`src/rtl/toggle_burst_ctrl_if.sv`:
```
// Bus between the configuration/control side and the toggle burst controller.
// The master modport belongs to whoever configures and starts bursts.
// The slave modport belongs to the controller itself.
interface toggle_burst_ctrl_if #(
    parameter int CNT_W   = 16,
    parameter int BURST_W = 8
);
    logic               cfg_valid;
    logic               cfg_ready;
    logic [CNT_W-1:0]   cfg_half_period;
    logic [BURST_W-1:0] cfg_burst_len;
    logic [CNT_W-1:0]   cfg_gap;
    logic               cfg_repeat;
    logic               start;
    logic               stop;
    logic               tone_out;
    logic               busy;
    logic               done;
    logic [BURST_W-1:0] period_cnt;

    modport master (
        output cfg_valid, cfg_half_period, cfg_burst_len, cfg_gap, cfg_repeat,
        output start, stop,
        input  cfg_ready, tone_out, busy, done, period_cnt
    );

    modport slave (
        input  cfg_valid, cfg_half_period, cfg_burst_len, cfg_gap, cfg_repeat,
        input  start, stop,
        output cfg_ready, tone_out, busy, done, period_cnt
    );
endinterface

```
`src/rtl/toggle_burst_ctrl.sv`:
```
// Schedulable square-wave burst generator.
// A configuration (half-period, burst length, gap, repeat) is latched while idle.
// On start it emits bursts of square-wave periods on tone_out, optionally
// repeating after a low gap, until the burst count is reached or stop is raised.
module toggle_burst_ctrl #(
    parameter int CNT_W   = 16,
    parameter int BURST_W = 8
) (
    input  logic              clk,
    input  logic              rst_n,
    toggle_burst_ctrl_if.slave ctrl_if
);

    typedef enum logic [1:0] {
        IDLE,
        RUN,
        GAP
    } state_e;

    localparam logic [CNT_W-1:0]   CNT_ONE   = CNT_W'(1);
    localparam logic [BURST_W-1:0] BURST_ONE = BURST_W'(1);

    state_e             state_q, state_d;
    logic [CNT_W-1:0]   hcnt_q, hcnt_d;
    logic [CNT_W-1:0]   gcnt_q, gcnt_d;
    logic [BURST_W-1:0] period_cnt_q, period_cnt_d;
    logic               tone_q, tone_d;
    logic               done_q, done_d;
    logic [CNT_W-1:0]   hp_q, hp_d;
    logic [BURST_W-1:0] len_q, len_d;
    logic [CNT_W-1:0]   gap_q, gap_d;
    logic               rep_q, rep_d;

    logic [CNT_W-1:0]   hpEff;
    logic [BURST_W-1:0] periodNext;

    // Next-state logic: config capture in IDLE, half-period timing in RUN, low gap in GAP.
    always_comb begin
        state_d      = state_q;
        hcnt_d       = hcnt_q;
        gcnt_d       = gcnt_q;
        period_cnt_d = period_cnt_q;
        tone_d       = tone_q;
        done_d       = 1'b0;
        hp_d         = hp_q;
        len_d        = len_q;
        gap_d        = gap_q;
        rep_d        = rep_q;
        hpEff        = (hp_q == '0) ? CNT_ONE : hp_q;
        periodNext   = period_cnt_q + BURST_ONE;

        case (state_q)
            IDLE: begin
                tone_d = 1'b0;
                if (ctrl_if.cfg_valid) begin
                    hp_d  = ctrl_if.cfg_half_period;
                    len_d = ctrl_if.cfg_burst_len;
                    gap_d = ctrl_if.cfg_gap;
                    rep_d = ctrl_if.cfg_repeat;
                end
                if (ctrl_if.start && !ctrl_if.stop) begin
                    state_d      = RUN;
                    hcnt_d       = '0;
                    period_cnt_d = '0;
                end
            end
            RUN: begin
                if (ctrl_if.stop) begin
                    state_d      = IDLE;
                    tone_d       = 1'b0;
                    period_cnt_d = '0;
                    hcnt_d       = '0;
                    gcnt_d       = '0;
                end else if (hcnt_q == hpEff - CNT_ONE) begin
                    hcnt_d = '0;
                    if (!tone_q) begin
                        tone_d = 1'b1;
                    end else begin
                        tone_d       = 1'b0;
                        period_cnt_d = periodNext;
                        if ((len_q != '0) && (periodNext == len_q)) begin
                            if (gap_q != '0) begin
                                state_d = GAP;
                                gcnt_d  = '0;
                            end else if (rep_q) begin
                                period_cnt_d = '0;
                            end else begin
                                state_d = IDLE;
                                done_d  = 1'b1;
                            end
                        end
                    end
                end else begin
                    hcnt_d = hcnt_q + CNT_ONE;
                end
            end
            GAP: begin
                tone_d = 1'b0;
                if (ctrl_if.stop) begin
                    state_d      = IDLE;
                    period_cnt_d = '0;
                    hcnt_d       = '0;
                    gcnt_d       = '0;
                end else if (gcnt_q == gap_q - CNT_ONE) begin
                    gcnt_d = '0;
                    if (rep_q) begin
                        state_d      = RUN;
                        hcnt_d       = '0;
                        period_cnt_d = '0;
                    end else begin
                        state_d = IDLE;
                        done_d  = 1'b1;
                    end
                end else begin
                    gcnt_d = gcnt_q + CNT_ONE;
                end
            end
            default: begin
                state_d = IDLE;
                tone_d  = 1'b0;
            end
        endcase
    end

    // State and output registers; reset also restores the default shadow configuration.
    always_ff @(posedge clk or posedge rst_n) begin
        if (rst_n) begin
            state_q      <= IDLE;
            hcnt_q       <= '0;
            gcnt_q       <= '0;
            period_cnt_q <= '0;
            tone_q       <= 1'b0;
            done_q       <= 1'b0;
            hp_q         <= CNT_ONE;
            len_q        <= BURST_ONE;
            gap_q        <= '0;
            rep_q        <= 1'b0;
        end else begin
            state_q      <= state_d;
            hcnt_q       <= hcnt_d;
            gcnt_q       <= gcnt_d;
            period_cnt_q <= period_cnt_d;
            tone_q       <= tone_d;
            done_q       <= done_d;
            hp_q         <= hp_d;
            len_q        <= len_d;
            gap_q        <= gap_d;
            rep_q        <= rep_d;
        end
    end

    assign ctrl_if.cfg_ready  = (state_q == IDLE) && !rst_n;
    assign ctrl_if.busy       = (state_q != IDLE);
    assign ctrl_if.tone_out   = tone_q;
    assign ctrl_if.done       = done_q;
    assign ctrl_if.period_cnt = period_cnt_q;

endmodule
```
`src/flat_wrapper.sv`:
```
// flat-port wrapper written by rule: the top's interface ports become plain ports
module toggle_burst_ctrl_flat 
#(
    parameter int CNT_W   = 16,
    parameter int BURST_W = 8
)
  (clk, rst_n, ctrl_if_cfg_valid, ctrl_if_cfg_half_period, ctrl_if_cfg_burst_len, ctrl_if_cfg_gap, ctrl_if_cfg_repeat, ctrl_if_start, ctrl_if_stop, ctrl_if_cfg_ready, ctrl_if_tone_out, ctrl_if_busy, ctrl_if_done, ctrl_if_period_cnt);
  toggle_burst_ctrl_if #(.CNT_W(CNT_W), .BURST_W(BURST_W)) ctrl_if_i ();
  input  logic clk;
  input  logic rst_n;
  input wire logic [$bits(ctrl_if_i.cfg_valid)-1:0] ctrl_if_cfg_valid;
  input wire logic [$bits(ctrl_if_i.cfg_half_period)-1:0] ctrl_if_cfg_half_period;
  input wire logic [$bits(ctrl_if_i.cfg_burst_len)-1:0] ctrl_if_cfg_burst_len;
  input wire logic [$bits(ctrl_if_i.cfg_gap)-1:0] ctrl_if_cfg_gap;
  input wire logic [$bits(ctrl_if_i.cfg_repeat)-1:0] ctrl_if_cfg_repeat;
  input wire logic [$bits(ctrl_if_i.start)-1:0] ctrl_if_start;
  input wire logic [$bits(ctrl_if_i.stop)-1:0] ctrl_if_stop;
  output wire logic [$bits(ctrl_if_i.cfg_ready)-1:0] ctrl_if_cfg_ready;
  output wire logic [$bits(ctrl_if_i.tone_out)-1:0] ctrl_if_tone_out;
  output wire logic [$bits(ctrl_if_i.busy)-1:0] ctrl_if_busy;
  output wire logic [$bits(ctrl_if_i.done)-1:0] ctrl_if_done;
  output wire logic [$bits(ctrl_if_i.period_cnt)-1:0] ctrl_if_period_cnt;
  assign ctrl_if_i.cfg_valid = ctrl_if_cfg_valid;
  assign ctrl_if_i.cfg_half_period = ctrl_if_cfg_half_period;
  assign ctrl_if_i.cfg_burst_len = ctrl_if_cfg_burst_len;
  assign ctrl_if_i.cfg_gap = ctrl_if_cfg_gap;
  assign ctrl_if_i.cfg_repeat = ctrl_if_cfg_repeat;
  assign ctrl_if_i.start = ctrl_if_start;
  assign ctrl_if_i.stop = ctrl_if_stop;
  assign ctrl_if_cfg_ready = ctrl_if_i.cfg_ready;
  assign ctrl_if_tone_out = ctrl_if_i.tone_out;
  assign ctrl_if_busy = ctrl_if_i.busy;
  assign ctrl_if_done = ctrl_if_i.done;
  assign ctrl_if_period_cnt = ctrl_if_i.period_cnt;
  toggle_burst_ctrl #(.CNT_W(CNT_W), .BURST_W(BURST_W)) u_core (.clk(clk), .rst_n(rst_n), .ctrl_if(ctrl_if_i));
endmodule
```
`config.mk`:
```
export PLATFORM = sky130hd
export DESIGN_NAME = toggle_burst_ctrl_flat
export DESIGN_NICKNAME = d
export VERILOG_FILES = /design/src/rtl/toggle_burst_ctrl_if.sv /design/src/rtl/toggle_burst_ctrl.sv /design/src/flat_wrapper.sv
export SDC_FILE = /design/constraint.sdc
export NUM_CORES = 1
export LEC_CHECK = 0
export CORE_ASPECT_RATIO = 1.1
export CORE_MARGIN = 2
export CORE_UTILIZATION = 53
export CTS_CLUSTER_DIAMETER = 120
export DETAILED_ROUTE_END_ITERATION = 16
export PLACE_DENSITY = 0.75
export SLEW_MARGIN = 20
export SYNTH_ARGS = -nofsm -noshare
export SYNTH_HDL_FRONTEND = slang
export SYNTH_SLANG_ARGS = --single-unit
export TNS_END_PERCENT = 1
```
`constraint.sdc`:
```
create_clock -name clk -period 6.3 [get_ports clk]
set_input_delay 0.63 -clock clk [delete_from_list [all_inputs] [get_ports clk]]
set_output_delay 0.63 -clock clk [all_outputs]
set_load 0.02 [all_outputs]
```
# --- After elaboration in Yosys (flattened, before gate mapping) ---
# Cells that the tools add are included.
totals:
  register_bits: 85
  input_bits: 46
  output_inout_bits: 12
  wordCells: 96
classes:
  add_sub_neg: 5
  eq_ne: 13
  mux: 51
  reduce_logical: 17
op_table:
  columns: ["operator", "count"]
  rows:
  - ["2-to-1 mux 16 bit", 14]
  - ["2-to-1 mux 8 bit", 10]
  - ["case mux 16 bit (3 select lines)", 1]
  - ["adder 16 x 1 -> 16 bit (second input constant)", 2]
  - ["equality test 16 bit", 2]
  - ["case mux 16 bit (2 select lines)", 1]
  - ["subtractor 16 x 1 -> 16 bit (second input constant)", 2]
  - ["case mux 8 bit (3 select lines)", 1]
  - ["2-to-1 mux 2 bit", 9]
  - ["!= test 3 x 2 -> 1 bit (second input constant)", 6]
  - ["logical NOT 16 bit", 1]
  - ["nonzero test 16 bit", 1]
  - ["2-to-1 mux 1 bit", 13]
  - ["AND reduction 6 bit", 2]
  - ["adder 8 x 1 -> 8 bit (second input constant)", 1]
  - ["equality test 8 bit", 1]
  - ["nonzero test 8 bit", 1]
  - ["case mux 2 bit (3 select lines)", 1]
  - ["AND reduction 5 bit", 1]
  - ["!= test 4 bit (second input constant)", 1]
  - ["AND reduction 4 bit", 1]
  - ["nonzero test 2 bit", 2]
  - ["logical AND 1 bit", 3]
  - ["nonzero test 3 bit", 1]
  - ["7 further kinds", 8]

# --- Logic depth before layout (Yosys ltp) ---
depth:
  ltp_word: 8
  depth_mapped: 16
  mapped_depth_nobuf: 13

# --- Worst setup path before layout ---
# Ideal clock, no wire load.
synth_path:
  path_type: "reg2reg"
  from: "register u_core.hp_q[4]"
  to: "register u_core.period_cnt_q[5] (netlist: u_core.ctrl_if.period_cnt[5])"
  setup_time_ns: 0.104
  arrival_time_ns: 3.787
  t_required_ns: 6.196
  slack_ns: 2.410
  path_stages_with_launch: 16
  n_path_buf: 2
  synth_period_minus_slack_ns: 3.890
  path_cell_list: "dfrtp_1 clkbuf_1 nor4_2 nand4_1 and2b_1 ha_1 xnor2_1 nor2_1 o31a_1 or2_2 or3b_4 nor4b_4 nand2_1 or3_1 buf_2 o41ai_2"
synth_via:
  elab_chain_len: 6
synth_rtl:
  columns: ["element", "line", "rtl"]
  rows:
  - ["from (decl)", "toggle_burst_ctrl.sv:29", "logic [CNT_W-1:0] hp_q, hp_d;"]
  - ["from (signal assigned)", "toggle_burst_ctrl.sv:145", "hp_q <= hp_d;"]
  - ["logical NOT 16 bit", "toggle_burst_ctrl.sv:49", "hpEff = (hp_q == '0) ? CNT_ONE : hp_q;"]
  - ["2-to-1 mux 16 bit (*)", "toggle_burst_ctrl.sv:49", null]
  - ["subtractor 16 x 1 -> 16 bit (*)", "toggle_burst_ctrl.sv:74", "end else if (hcnt_q == hpEff - CNT_ONE) begin"]
  - ["equality test 16 bit (*)", "toggle_burst_ctrl.sv:74", null]
  - ["!= test 3 x 2 -> 1 bit (no source line) (*)", null, null]
  - ["AND reduction 6 bit (no source line) (*)", null, null]
  - ["to (signal assigned)", "toggle_burst_ctrl.sv:142", "period_cnt_q <= period_cnt_d;"]
  - ["to (decl)", "toggle_burst_ctrl.sv:26", "logic [BURST_W-1:0] period_cnt_q, period_cnt_d;"]
# Mark *: on every way between the ends. The rest lies on a longest branch, timed or not.
# A chain may end at the register's enable or synchronous reset.

# --- Final worst setup path ---
layout_path:
  from: "register u_core.hp_q[8]"
  to: "register u_core.gcnt_q[8]"
layout_via:
  elab_chain_len: 6
layout_rtl:
  columns: ["element", "line", "rtl"]
  rows:
  - ["logical NOT 16 bit", "toggle_burst_ctrl.sv:49", null]
  - ["2-to-1 mux 16 bit (*)", "toggle_burst_ctrl.sv:49", null]
  - ["subtractor 16 x 1 -> 16 bit (*)", "toggle_burst_ctrl.sv:74", null]
  - ["equality test 16 bit (*)", "toggle_burst_ctrl.sv:74", null]
  - ["!= test 3 x 2 -> 1 bit (no source line) (*)", null, null]
  - ["AND reduction 5 bit (no source line) (*)", null, null]
  - ["to (signal assigned)", "toggle_burst_ctrl.sv:141", "gcnt_q <= gcnt_d;"]
  - ["to (decl)", "toggle_burst_ctrl.sv:25", "logic [CNT_W-1:0] gcnt_q, gcnt_d;"]
# Marked as above.

==> metrics.cfg <==
[timing]
max_freq_mhz = 229
maxSlewViolCount = 0
tightest_slew_ps = 1060
layout_min_cycle_time_ps = 4380
finalSetupViolCount = 0
grt_setup_unrepaired = no
hold_ws_ps = 511
finalCritPeriodShare_pct = 69.5
hold_viol = 0
slew_headroom_pct = 29.2
clock_skew_ps = 8.70
tns_ps = 0

[cells_and_area]
layout_commonest_cell = dfrtp_1
diodes = 0
fin_area_sq_um = 6580
final_nets = 708
drive_gt1_share_pct = 12.6
final_cell_mix = dfrtp_1 (83), clkdlybuf4s50_1 (57), nor2_1 (51)
syn_to_final_growth_pct = 18.6

[critical_path]
crit_fanout = 18
critPathKind = reg -> reg
arrival_ps = 4620
start_kind = flip-flop
r2r_cells = 13
critPathCaptureType = flip-flop
worstPathRequired_ps = 6540
ff2ff_setup_slack_ps = 1920

[floorplan]
core_area_sq_um = 10300
die_h_um = 111
die_w_um = 102
rows = 39
die_area_sq_um = 11300
initial_core_util_pct = 53.9
io_pins = 58

[worst_hold_path]
whs_path_depth = 1
min_path_type = reg -> reg

[clock_tree]
clk_pin_slew_worst_paths_ps = 60
post_cts_buffers = 0
clock-sinks = 85
clk_latency_ps = 340
cts_tree = yes
cts-htree-levels = 3
cts.hold.buffers_added = 0
root_buffer = clkbuf_16
cts_max_path_buffers = 2
ctsResizeCount = 0
cts_buffers = 9

[pwr]
pwr_density_cell_nw_per_um2 = 383
p_leak_nw = 2.55
vdd_drop_max_mv = 0.184
p_seq_share_pct = 37.7
p_clk_share_pct = 25.7
comb_power_share_pct = 36.6
p_int_mw = 1.58
power.switching_mw = 0.940
swShare_pct = 37.4

[synth]
postSynthAreaPerCell_sq_um = 9.12
synth_cell_types = 69
yosysWarnings = 0
synth_edf_count = 0
synth_top_flop_cell = dfrtp_1
synth_nets = 663
ys_seq_elements = 85
yosysSeqAreaShare_pct = 38.4
synthArstFlopShare_pct = 100
syn_inst = 608
netlist_area_sq_um = 5550

[global_route]
grt_pass1_vias = 4826
grt_first_pass_wirelength_um = 22900
grt_max_degree = 86
grt_use_total_pct = 25.2
gr-total-overflow = 0
antenna_found_initial = 0

[placed_design]
place_congestion = 0.890
post_dp_cell_area_sq_um = 6210
port_buffers = 57
dp_hpwl_um = 9770

[route]
wl_per_cell_um = 17.1
vias = 4900
wl_um = 13700
drtIter0Drc = 357
dr.pass1.iters = 5
postRouteAntennaNets = 0
drc = 0
avgViaCountPerCell = 6.12

[status]
status = completed

[flow_run]
drv_cap = 0

sequential cells by signal (all words and copies together) (netlist names):
| register | cells |
|---|---|
| u_core.gap_q | 16 |
| u_core.gcnt_q | 16 |
| u_core.hcnt_q | 16 |
| u_core.hp_q | 16 |
| u_core.ctrl_if.period_cnt | 8 |
| u_core.len_q | 8 |
| u_core.state_q | 2 |
| u_core.ctrl_if.done | 1 |
| u_core.ctrl_if.tone_out | 1 |
| u_core.rep_q | 1 |
area by class of cell:
type	count	area, sq um
repair buffers	59	589
fillers	869	3720
flip-flops and latches	85	2130
multi-input cells	473	3230
clock buffers	12	236
inverters	25	95.1
clock inverters	4	120
well taps	143	179
Yosys cell counts, types with 11 or more instances:
master    instances  area share, %
clkbuf_1         14           0.95
xor2_1           15            2.4
nor2_1           51            3.5
nor3_1           20            1.8
and3_1           18            2.0
dfrtp_1          83             37
nand2_1          37            2.5
o21ai_0          48            4.3
a21oi_1          11           0.99
nand3_1          22            2.0
mux2_2           41            8.3
o31ai_1          19            2.6
nand2b_1         17            1.9
inv_1            25            1.7
xnor2_1          28            4.4
metal layers:
metal	track usage [%]	wire, um	vias to the layer above	part of all wire (%)
met3	5.11	759	28	5.5
met5	0	0	-	0
li1	-	-	2318	-
met2	42.6	6900	160	50
met1	31.6	5700	2394	42
met4	8.92	320	0	2.3
cells by family (layout without fill, tap and decap cells):
kind of cell,after synthesis,after routing,share of synthesized area [%]
multiplexers,41,41,8.32
AND/OR/NAND/NOR,245,245,24.6
buffers and inverters,50,100,3.65
AO/OA/AOI/OAI,135,135,16.2
adder cells (fa/ha/maj),9,9,2.03
flip-flops,85,85,38.4
XOR/XNOR,43,43,6.79
metrics by stage:
stage	setup WS (ps)	std cells	util (%)	total power, mW
floorplan	2410	608	-	1.62
global placement	2140	785	60.3	1.82
detailed placement	2030	785	60.3	1.86
CTS	2000	801	63.7	2.51
global route	1560	801	63.9	2.68
finish	1920	801	63.9	2.52
worst paths after layout:
check,end,from
setup reg to reg,u_core.gcnt_q[8],u_core.hp_q[8]
hold reg to reg,u_core.gcnt_q[15],u_core.gcnt_q[15]
min in group asynchronous,u_core.gap_q[5],rst_n
max in group asynchronous,u_core.hcnt_q[3],rst_n
setup / recovery,u_core.gcnt_q[8],u_core.hp_q[8]
hold / removal,u_core.gcnt_q[15],u_core.gcnt_q[15]
power groups by stage:
stage	combinational [mW]	clock (mW)	sequential, mW
after CTS	0.916	0.652	0.946
after floorplan	0.764	0	0.851
after global routing	1.02	0.677	0.981
after detailed placement	0.905	0	0.955
final	0.922	0.646	0.949
after global placement	0.878	0	0.943
worst max-delay path, cell delays in order (launching register included):
cell,delay (ps)
dfrtp_1,580
nor4_2,170
nand4_1,120
and2b_1,140
ha_1,210
nor3b_1,590
nand2_1,140
or3_1,410
a21boi_0,440
nand2_1,110
nor3_1,150
o21ai_1,340
or2_2,560
o31ai_1,300
(Power assumes the default switching activity.)
